<file path="config.mk">
export PLATFORM = sky130hd
export DESIGN_NAME = segment_readback
export DESIGN_NICKNAME = d
export VERILOG_FILES = /design/src/rtl/segment_readback.sv
export SDC_FILE = /design/constraint.sdc
export NUM_CORES = 1
export LEC_CHECK = 0
export CORE_MARGIN = 4
export CORE_UTILIZATION = 59
export CTS_CLUSTER_DIAMETER = 30
export DETAILED_ROUTE_END_ITERATION = 6
export PLACE_DENSITY = 0.82
export SYNTH_ARGS = -nofsm -noshare
export SYNTH_HDL_FRONTEND = slang
export SYNTH_SLANG_ARGS = --single-unit
</file>
<file path="constraint.sdc">
create_clock -name clk -period 5.6 [get_ports clk]
set_input_delay 1.12 -clock clk [delete_from_list [all_inputs] [get_ports clk]]
set_output_delay 1.12 -clock clk [all_outputs]
set_load 0.005 [all_outputs]
</file>
<file path="src/rtl/segment_readback.sv">
// Reconstructs a decimal value from a two-digit seven-segment display, either
// static or rotating three digits across the two positions.
module segment_readback #(
  parameter int STABLE = 4
) (
  input  logic       clk,
  input  logic       rst,
  input  logic [8:0] seg1,
  input  logic [8:0] seg2,
  input  logic       shift_en,
  input  logic       shift_tick,
  output logic [9:0] value,
  output logic       value_valid,
  output logic [1:0] err_code,
  output logic       err_pulse
);

  localparam int CW = $clog2(STABLE + 1);
  localparam logic [CW-1:0] CNT_MAX = CW'(STABLE);
  localparam logic [1:0] ERR_BADSEG   = 2'b01;
  localparam logic [1:0] ERR_MISMATCH = 2'b10;
  localparam logic [1:0] ERR_NOSAMPLE = 2'b11;

  typedef enum logic [1:0] {IDLE, ROT0, ROT1, ROT2} state_t;

  state_t        state_q, state_d;
  logic [8:0]    seg1_q, seg2_q;
  logic [17:0]   prev_q;
  logic [CW-1:0] cnt_q, cnt_d;
  logic          change, acc_d, acc_q;
  logic [7:0]    accl_q, accr_q;
  logic          sen_q, sen_prev_q, sen_rise, sen_fall;
  logic          abort, tick_eval;

  logic [3:0]    d2_q, d1_q, d1b_q, d0_q, d0b_q, d2b_q;
  logic [3:0]    d2_d, d1_d, d1b_d, d0_d, d0b_d, d2b_d;
  logic [2:0]    fill_q, fill_d;
  logic [9:0]    value_q, value_d, rot_val, idle_val;
  logic          valid_q, valid_d, errp_q, errp_d;
  logic [1:0]    err_q, err_d;

  logic [5:0]    dec_l, dec_r;
  logic          pair_bad, pair_blank, pair_ok;

  // Result is {bad, blank, digit[3:0]}.
  function automatic logic [5:0] decode(input logic en, input logic [6:0] pat);
    logic [5:0] r;
    r = 6'b100000;
    if (!en) begin
      r = 6'b010000;
    end else begin
      case (pat)
        7'h3F:   r = {2'b00, 4'd0};
        7'h06:   r = {2'b00, 4'd1};
        7'h5B:   r = {2'b00, 4'd2};
        7'h4F:   r = {2'b00, 4'd3};
        7'h66:   r = {2'b00, 4'd4};
        7'h6D:   r = {2'b00, 4'd5};
        7'h7D:   r = {2'b00, 4'd6};
        7'h07:   r = {2'b00, 4'd7};
        7'h7F:   r = {2'b00, 4'd8};
        7'h6F:   r = {2'b00, 4'd9};
        default: r = 6'b100000;
      endcase
    end
    return r;
  endfunction

  assign change = ({seg1_q, seg2_q} != prev_q);

  always_comb begin
    cnt_d = cnt_q;
    if (change) begin
      cnt_d = CW'(1);
    end else if (cnt_q != CNT_MAX) begin
      cnt_d = cnt_q + CW'(1);
    end
  end

  // A pair is accepted exactly once, when its sample count first reaches STABLE.
  assign acc_d = (cnt_d == CNT_MAX) && (change || (cnt_q != CNT_MAX));

  always_ff @(posedge clk or posedge rst) begin
    if (rst) begin
      seg1_q     <= '0;
      seg2_q     <= '0;
      prev_q     <= '0;
      cnt_q      <= '0;
      acc_q      <= 1'b0;
      accl_q     <= '0;
      accr_q     <= '0;
      sen_q      <= 1'b0;
      sen_prev_q <= 1'b0;
    end else begin
      seg1_q     <= seg1;
      seg2_q     <= seg2;
      prev_q     <= {seg1_q, seg2_q};
      cnt_q      <= cnt_d;
      acc_q      <= acc_d;
      accl_q     <= {seg1_q[8], seg1_q[6:0]};
      accr_q     <= {seg2_q[8], seg2_q[6:0]};
      sen_q      <= shift_en;
      sen_prev_q <= sen_q;
    end
  end

  assign dec_l      = decode(accl_q[7], accl_q[6:0]);
  assign dec_r      = decode(accr_q[7], accr_q[6:0]);
  assign pair_bad   = dec_l[5] | dec_r[5];
  assign pair_blank = dec_l[4] | dec_r[4];
  assign pair_ok    = acc_q & ~pair_bad & ~pair_blank;
  assign idle_val   = ({6'd0, dec_l[3:0]} * 10'd10) + {6'd0, dec_r[3:0]};

  assign sen_rise  = sen_q & ~sen_prev_q;
  assign sen_fall  = ~sen_q & sen_prev_q;
  assign abort     = sen_rise | (sen_fall & (state_q != IDLE));
  assign tick_eval = shift_tick & (state_q == ROT2) & ~abort;

  always_ff @(posedge clk or posedge rst) begin
    if (rst) begin
      state_q <= IDLE;
    end else begin
      state_q <= state_d;
    end
  end

  always_comb begin
    state_d = state_q;
    if (sen_rise) begin
      state_d = ROT0;
    end else if (sen_fall) begin
      state_d = IDLE;
    end else if (shift_tick) begin
      case (state_q)
        IDLE:    state_d = IDLE;
        ROT0:    state_d = ROT1;
        ROT1:    state_d = ROT2;
        ROT2:    state_d = ROT0;
        default: state_d = IDLE;
      endcase
    end
  end

  // Same-cycle acceptance is folded into the slots before the revolution is judged.
  always_comb begin
    value_d = value_q;
    valid_d = 1'b0;
    err_d   = err_q;
    errp_d  = 1'b0;
    d2_d    = d2_q;
    d1_d    = d1_q;
    d1b_d   = d1b_q;
    d0_d    = d0_q;
    d0b_d   = d0b_q;
    d2b_d   = d2b_q;
    fill_d  = fill_q;
    rot_val = '0;
    if (abort) begin
      d2_d   = '0;
      d1_d   = '0;
      d1b_d  = '0;
      d0_d   = '0;
      d0b_d  = '0;
      d2b_d  = '0;
      fill_d = '0;
    end else begin
      if (pair_ok) begin
        case (state_q)
          IDLE: begin
            if (idle_val != value_q) begin
              value_d = idle_val;
              valid_d = 1'b1;
            end
          end
          ROT0: begin
            d2_d      = dec_l[3:0];
            d1_d      = dec_r[3:0];
            fill_d[0] = 1'b1;
          end
          ROT1: begin
            d1b_d     = dec_l[3:0];
            d0_d      = dec_r[3:0];
            fill_d[1] = 1'b1;
          end
          ROT2: begin
            d0b_d     = dec_l[3:0];
            d2b_d     = dec_r[3:0];
            fill_d[2] = 1'b1;
          end
          default: ;
        endcase
      end else if (acc_q && pair_bad && !tick_eval) begin
        err_d  = ERR_BADSEG;
        errp_d = 1'b1;
      end
      if (tick_eval) begin
        rot_val = ({6'd0, d2_d} * 10'd100) + ({6'd0, d1_d} * 10'd10) + {6'd0, d0_d};
        if (fill_d != 3'b111) begin
          err_d  = ERR_NOSAMPLE;
          errp_d = 1'b1;
        end else if ((d1_d != d1b_d) || (d0_d != d0b_d) || (d2_d != d2b_d)) begin
          err_d  = ERR_MISMATCH;
          errp_d = 1'b1;
        end else begin
          value_d = rot_val;
          valid_d = 1'b1;
        end
        d2_d   = '0;
        d1_d   = '0;
        d1b_d  = '0;
        d0_d   = '0;
        d0b_d  = '0;
        d2b_d  = '0;
        fill_d = '0;
      end
    end
  end

  always_ff @(posedge clk or posedge rst) begin
    if (rst) begin
      value_q <= '0;
      valid_q <= 1'b0;
      err_q   <= '0;
      errp_q  <= 1'b0;
      d2_q    <= '0;
      d1_q    <= '0;
      d1b_q   <= '0;
      d0_q    <= '0;
      d0b_q   <= '0;
      d2b_q   <= '0;
      fill_q  <= '0;
    end else begin
      value_q <= value_d;
      valid_q <= valid_d;
      err_q   <= err_d;
      errp_q  <= errp_d;
      d2_q    <= d2_d;
      d1_q    <= d1_d;
      d1b_q   <= d1b_d;
      d0_q    <= d0_d;
      d0b_q   <= d0b_d;
      d2b_q   <= d2b_d;
      fill_q  <= fill_d;
    end
  end

  assign value       = value_q;
  assign value_valid = valid_q;
  assign err_code    = err_q;
  assign err_pulse   = errp_q;

endmodule

</file>
=== Word-level counts from Yosys, hierarchy flattened ===
Index checks and enable logic that the tools add are counted.

* Input bits: 22
* Word-level logic and storage cells: 155
* Register bits: 101
* Output and inout port bits: 14

* Multipliers: 3
* Add/sub/neg operators: 4
* Muxes and demuxes: 71
* Equal/unequal tests: 31
* Reductions and logical operators: 10
* Bitwise gates (word level): 15

{| class="wikitable"
|+ Operator list
! kind !! number
|-
| 4-bit 2-to-1 mux || 30
|-
| 6-bit case mux with 10 select lines || 2
|-
| 7-bit == test (second input constant) || 14
|-
| 10-bit 2-to-1 mux || 6
|-
| 7-bit by 3-bit == test with 1-bit output (second input constant) || 4
|-
| 3-bit 2-to-1 mux || 6
|-
| 18-bit != test || 1
|-
| 1-bit 2-to-1 mux || 16
|-
| 2-bit 2-to-1 mux || 8
|-
| 7-bit by 6-bit == test with 1-bit output (second input constant) || 2
|-
| 4-bit by 3-bit multiplier with 7-bit output (second input constant) || 2
|-
| 6-bit 2-to-1 mux || 2
|-
| 4-bit != test || 3
|-
| 10-bit by 4-bit adder with 10-bit output || 1
|-
| 10-bit by 8-bit adder with 10-bit output || 1
|-
| 9-bit by 10-bit != test with 1-bit output || 1
|-
| 8-bit by 4-bit adder with 9-bit output || 1
|-
| 4-bit by 5-bit multiplier with 8-bit output (second input constant) || 1
|-
| 2-bit case mux with 4 select lines || 1
|-
| 1-bit bitwise AND || 7
|-
| 3-bit != test (second input constant) || 2
|-
| 1-bit NOT || 5
|-
| 2-bit == test (second input constant) || 2
|-
| 3-bit by 1-bit adder with 3-bit output (second input constant) || 1
|-
| other kinds (9) || 15
|}

=== Logic depth before layout (Yosys ltp) ===
* Word-level depth: 16
* Depth in mapped cells: 21

=== Least setup slack after synthesis ===
No wires, ideal clock.

* Path kind: flip-flop to flip-flop
* From: reg accl_q[2]
* To: reg value_q[9] (netlist: value[9])
* Buffers on the path: 2
* Clock period less this slack: 4760 ps
* Arrival: 4691 ps
* Required time: 5531 ps
* Slack: 840 ps
* Cell stages (with the launch flop): 22
* Cells stage by stage: dfrtp_1 -> buf_2 -> and3b_1 -> a2bb2o_4 -> or4_4 -> o2111ai_2 -> buf_6 -> mux2i_1 -> inv_1 -> ha_1 -> ha_1 -> fa_1 -> ha_1 -> ha_1 -> inv_1 -> o21bai_1 -> a21oi_1 -> o21bai_1 -> a21oi_1 -> xnor2_1 -> or3_1 -> nand3_1

* Longest elaborated chain between the ends: 15

{| class="wikitable"
|+ RTL lines
! what !! RTL line !! source
|-
| start: declaration || 31 || <nowiki>logic [7:0] accl_q, accr_q;</nowiki>
|-
| start signal: assignment || 100 || <nowiki>accl_q <= {seg1_q[8], seg1_q[6:0]};</nowiki>
|-
| 7-bit == test, or another cell as far along || 52 || <nowiki>case (pat)</nowiki>
|-
| 6-bit case mux with 10 select lines (*) || 52 ||
|-
| 6-bit 2-to-1 mux (*) || 49 || <nowiki>if (!en) begin</nowiki>
|-
| 1-bit bitwise OR || 109 || <nowiki>assign pair_bad = dec_l[5] | dec_r[5];</nowiki>
|-
| 1-bit NOT || 111 || <nowiki>assign pair_ok = acc_q & ~pair_bad & ~pair_blank;</nowiki>
|-
| 1-bit bitwise AND (2 in series) || 111 ||
|-
| 4-bit 2-to-1 mux || 167 || <nowiki>if (pair_ok) begin</nowiki>
|-
| 4-bit 2-to-1 mux || 158 || <nowiki>if (abort) begin</nowiki>
|-
| 4-bit by 5-bit multiplier with 8-bit output, or another cell as far along || 197 || <nowiki>rot_val = ({6'd0, d2_d} * 10'd100) + ({6'd0, d1_d} * 10'd10) + {6'd0, d0_d};</nowiki>
|-
| 10-bit by 8-bit adder with 10-bit output or 1-bit logical OR (tied branches) || 197, 201 ||
|-
| 10-bit by 4-bit adder with 10-bit output or 1-bit logical OR (tied branches) || 197, 201 ||
|-
| 10-bit 2-to-1 mux || 201 || <nowiki>end else if ((d1_d != d1b_d) || (d0_d != d0b_d) || (d2_d != d2b_d)) begin</nowiki>
|-
| 10-bit 2-to-1 mux || 198 || <nowiki>if (fill_d != 3'b111) begin</nowiki>
|-
| 10-bit 2-to-1 mux (*) || 196 || <nowiki>if (tick_eval) begin</nowiki>
|-
| end signal: assignment || 233 || <nowiki>value_q <= value_d;</nowiki>
|-
| end: declaration || 38 || <nowiki>logic [9:0] value_q, value_d, rot_val, idle_val;</nowiki>
|}

Mark *: on every way between the ends. The rest lies on a longest branch, timed or not. The select of a mux whose other input is x is not followed.
A chain may end at the register's enable or synchronous reset.

=== Final worst setup path ===
* From: reg accr_q[1]
* To: reg value_q[9] (netlist: value[9])

* Longest elaborated chain between the ends: 15

{| class="wikitable"
|+ RTL lines
! what !! RTL line !! source
|-
| start: declaration || 31 ||
|-
| start signal: assignment || 101 || <nowiki>accr_q <= {seg2_q[8], seg2_q[6:0]};</nowiki>
|-
| 7-bit == test, or another cell as far along || 52 ||
|-
| 6-bit case mux with 10 select lines (*) || 52 ||
|-
| 6-bit 2-to-1 mux (*) || 49 ||
|-
| 1-bit bitwise OR || 109 ||
|-
| 1-bit NOT || 111 ||
|-
| 1-bit bitwise AND (2 in series) || 111 ||
|-
| 4-bit 2-to-1 mux || 167 ||
|-
| 4-bit 2-to-1 mux || 158 ||
|-
| 4-bit by 5-bit multiplier with 8-bit output, or another cell as far along || 197 ||
|-
| 10-bit by 8-bit adder with 10-bit output or 1-bit logical OR (tied branches) || 197, 201 ||
|-
| 10-bit by 4-bit adder with 10-bit output or 1-bit logical OR (tied branches) || 197, 201 ||
|-
| 10-bit 2-to-1 mux || 201 ||
|-
| 10-bit 2-to-1 mux || 198 ||
|-
| 10-bit 2-to-1 mux (*) || 196 ||
|}

Marked as above.

==> flow_summary.ini <==
[setup_path]
worstPathMaxFanout = 9
end_kind = flop
arrival_ps = 5470
crit_required_ps = 5900
path_class = flop to flop
start_kind = flop
r2r_cells = 19
rrSetupSlack_ps = 430

[floorplanning]
die_y_um = 100
num_rows = 33
io_pins = 36
core_area_um2 = 8260
die-area_um2 = 10000
die_w_um = 100
initial_core_util_pct = 60.7

[drt]
detail_route.wl_per_cell_um = 17.3
drt_first_iter_violations = 211
postRouteAntennaNets = 0
drc_errors = 0
wirelength_um = 10700
viasPerCell = 5.80
vias = 3581
first_pass_iters = 4

[pwr]
p_per_area_nw_per_um2 = 221
power.total_mw = 1.26
ir_worst_vdd_mv = 0.148
leakage_nw = 2.70

[global_route]
grt-ovfl-total = 0
grt.total_usage_pct = 23.4
antenna_found_initial = 0
grt_pass1_wl_um = 18600
grt_pass1_vias = 3938
grt_max_degree = 46

[final_layout]
antennaDiodeCount = 0
layout-drive-gt1-share_pct = 8.40
nets = 572
area_growth_syn_to_layout_pct = 13.3
fillers = 612
utilization_pct = 68.8

[synthesis]
synthFlopType = dfrtp_1
synth_commonest_cells = 85 x dfrtp_1, 45 x nor2_1, 43 x xnor2_1
synth-seq-area-share_pct = 42.4
synth_cell_types = 65
ys_ff_latch = 85
syn-instance-count = 470
yosysTopAreaCell = dfrtp_1
yosys_warnings = 0
synth_edf_count = 0
syn_area_per_cell_um2 = 10.7
synth_nets = 535
synth.top_cell.area_share_pct = 42.4
async_flop_share_pct = 100
synth_area_um2 = 5010
synth_area_leaders = dfrtp_1 42%, ha_1 9.0%, xnor2_1 7.5%
yosysMostFrequentCell = dfrtp_1

[hold_path]
whs_path_depth = 0
hp-class = flop to flop

[cts]
clk_pin_slew_worst_paths_ps = 90
cts_tree = yes
ctsHoldBuffers = 0
clkLatencyLatePin_ps = 360
cts.path.max_buffers = 2
post_cts_buffers = 0
numCtsBuffers = 9
clock-root-buffer = clkbuf_8
cts_sinks = 85
h-tree-depth = 3

[timing]
maxSlewViolCount = 0
skew_ps = 10.2
hold_ws_ps = 400
fin_setup_tns_ps = 0
period_share_pct = 92.4
hold_viol = 0
rsz0062_at_grt = no
fmax_mhz = 193
max_slew_margin_pct = 34.3
tightest_slew_ps = 983
setup_violations = 0
min_period_ps = 5170

[run]
maxCapViolCount = 0

[placement]
port_buffers = 35
hpwl_um = 7780
place_congestion = 0.880

[outcome]
status = complete, no violations
## state kept, by name (all words and copies together), names as in the netlist, 4 cells and up
name,flops
d0_q,4
value,10
seg2_q,9
accl_q,8
accr_q,7
d1_q,4
seg1_q,9
d2b_q,4
d2_q,4
d0b_q,4
d1b_q,4
## area by class of cell
type	instances	area, µm²	share of cell area [%]
multi-input combinational	326	2620	46.2
timing repair buffer	44	418	7.36
sequential	85	2130	37.4
inverter	41	155	2.73
clock inverter	7	103	1.81
tap	105	131	2.31
clock buffer	9	124	2.18
## layer usage
metal | part of all wire, % | track usage [%] | routed length [µm]
met2 | 50 | 39.4 | 5380
met5 | 0 | 0 | 0
met1 | 44 | 29.7 | 4700
met3 | 3.4 | 5.63 | 364
met4 | 2.1 | 7.56 | 219
## critical path, cell delays in order (launching register included)
cell and delay [ps]:
dfrtp_1 470, or2b_1 300, o32ai_2 120, or3_2 530
o2111ai_4 470, mux2i_2 420, inv_1 90, ha_1 290
ha_1 230, fa_1 440, ha_1 290, ha_1 340
inv_1 80, o21bai_1 70, a21oi_1 220, o21bai_1 90
a21oi_1 180, xnor2_1 90, or3_1 310, nand3_1 80
## report_power, final
part	leakage, nW	switching [mW]	internal [mW]	total [mW]
Clock	0.111	0.243	0.258	0.500
Sequential	1.04	0.0227	0.632	0.655
Combinational	1.55	0.0554	0.0476	0.103
Total	2.70	0.321	0.938	1.26
## per-stage QoR
stage | area (µm²) | setup slack [ps] | std cells
after floorplan | 5010 | 840 | 470
after global placement | 5440 | 531 | 601
after detailed placement | 5440 | 274 | 601
after CTS | 5670 | 245 | 617
after global routing | 5680 | 134 | 617
final | 5680 | 427 | 617
## layout by cell type (no fill, tap or decap), types with 3 or more instances in the layout
master,netlist,routed
nand2b_1,4,4
xnor2_1,43,43
nor2b_1,4,4
inv_1,41,40
o22a_1,4,4
nand2_1,21,21
nand3_1,11,11
mux2i_1,26,26
a2bb2oi_1,6,6
a21oi_1,13,13
inv_6,0,4
o21ai_0,4,4
and3_1,4,4
clkbuf_8,0,9
dfrtp_1,85,85
xor2_1,12,12
o21bai_1,5,5
fa_1,7,7
ha_1,36,36
nand4_1,13,13
nor2_1,45,45
nor3_1,9,9
or3_1,3,3
clkdlybuf4s50_1,0,35
o21a_1,3,3
buf_4,3,9
o21ai_1,5,5
a21o_1,4,4
## worst paths after layout
kind	start	endpoint
worst max-delay path	accr_q[1]	value[9]
worst max register to register	accr_q[1]	value[9]
max in group asynchronous	rst	value[3]
worst min register to register	seg1_q[1]	accl_q[1]
worst min-delay path	seg1_q[1]	accl_q[1]
min in group asynchronous	rst	cnt_q[1]
## timing repair
| item | CTS | global route |
|---|---|---|
| setup endpoints to repair | 0 | 1 |
| gates resized for setup | 0 | 1 |
| hold endpoints to repair | 0 | 0 |
## cell families after synthesis
family,count (synthesis),synth area share [%]
and+or+nand+nor,133,14.1
DFF,85,42.4
AOI/OAI and AO/OA,65,10.4
buffers and inverters,59,5.47
xor gates and xnor gates,56,9.93
adders and majority gates,44,12.0
muxes,28,5.74
Power figures use the tool's default switching activity.
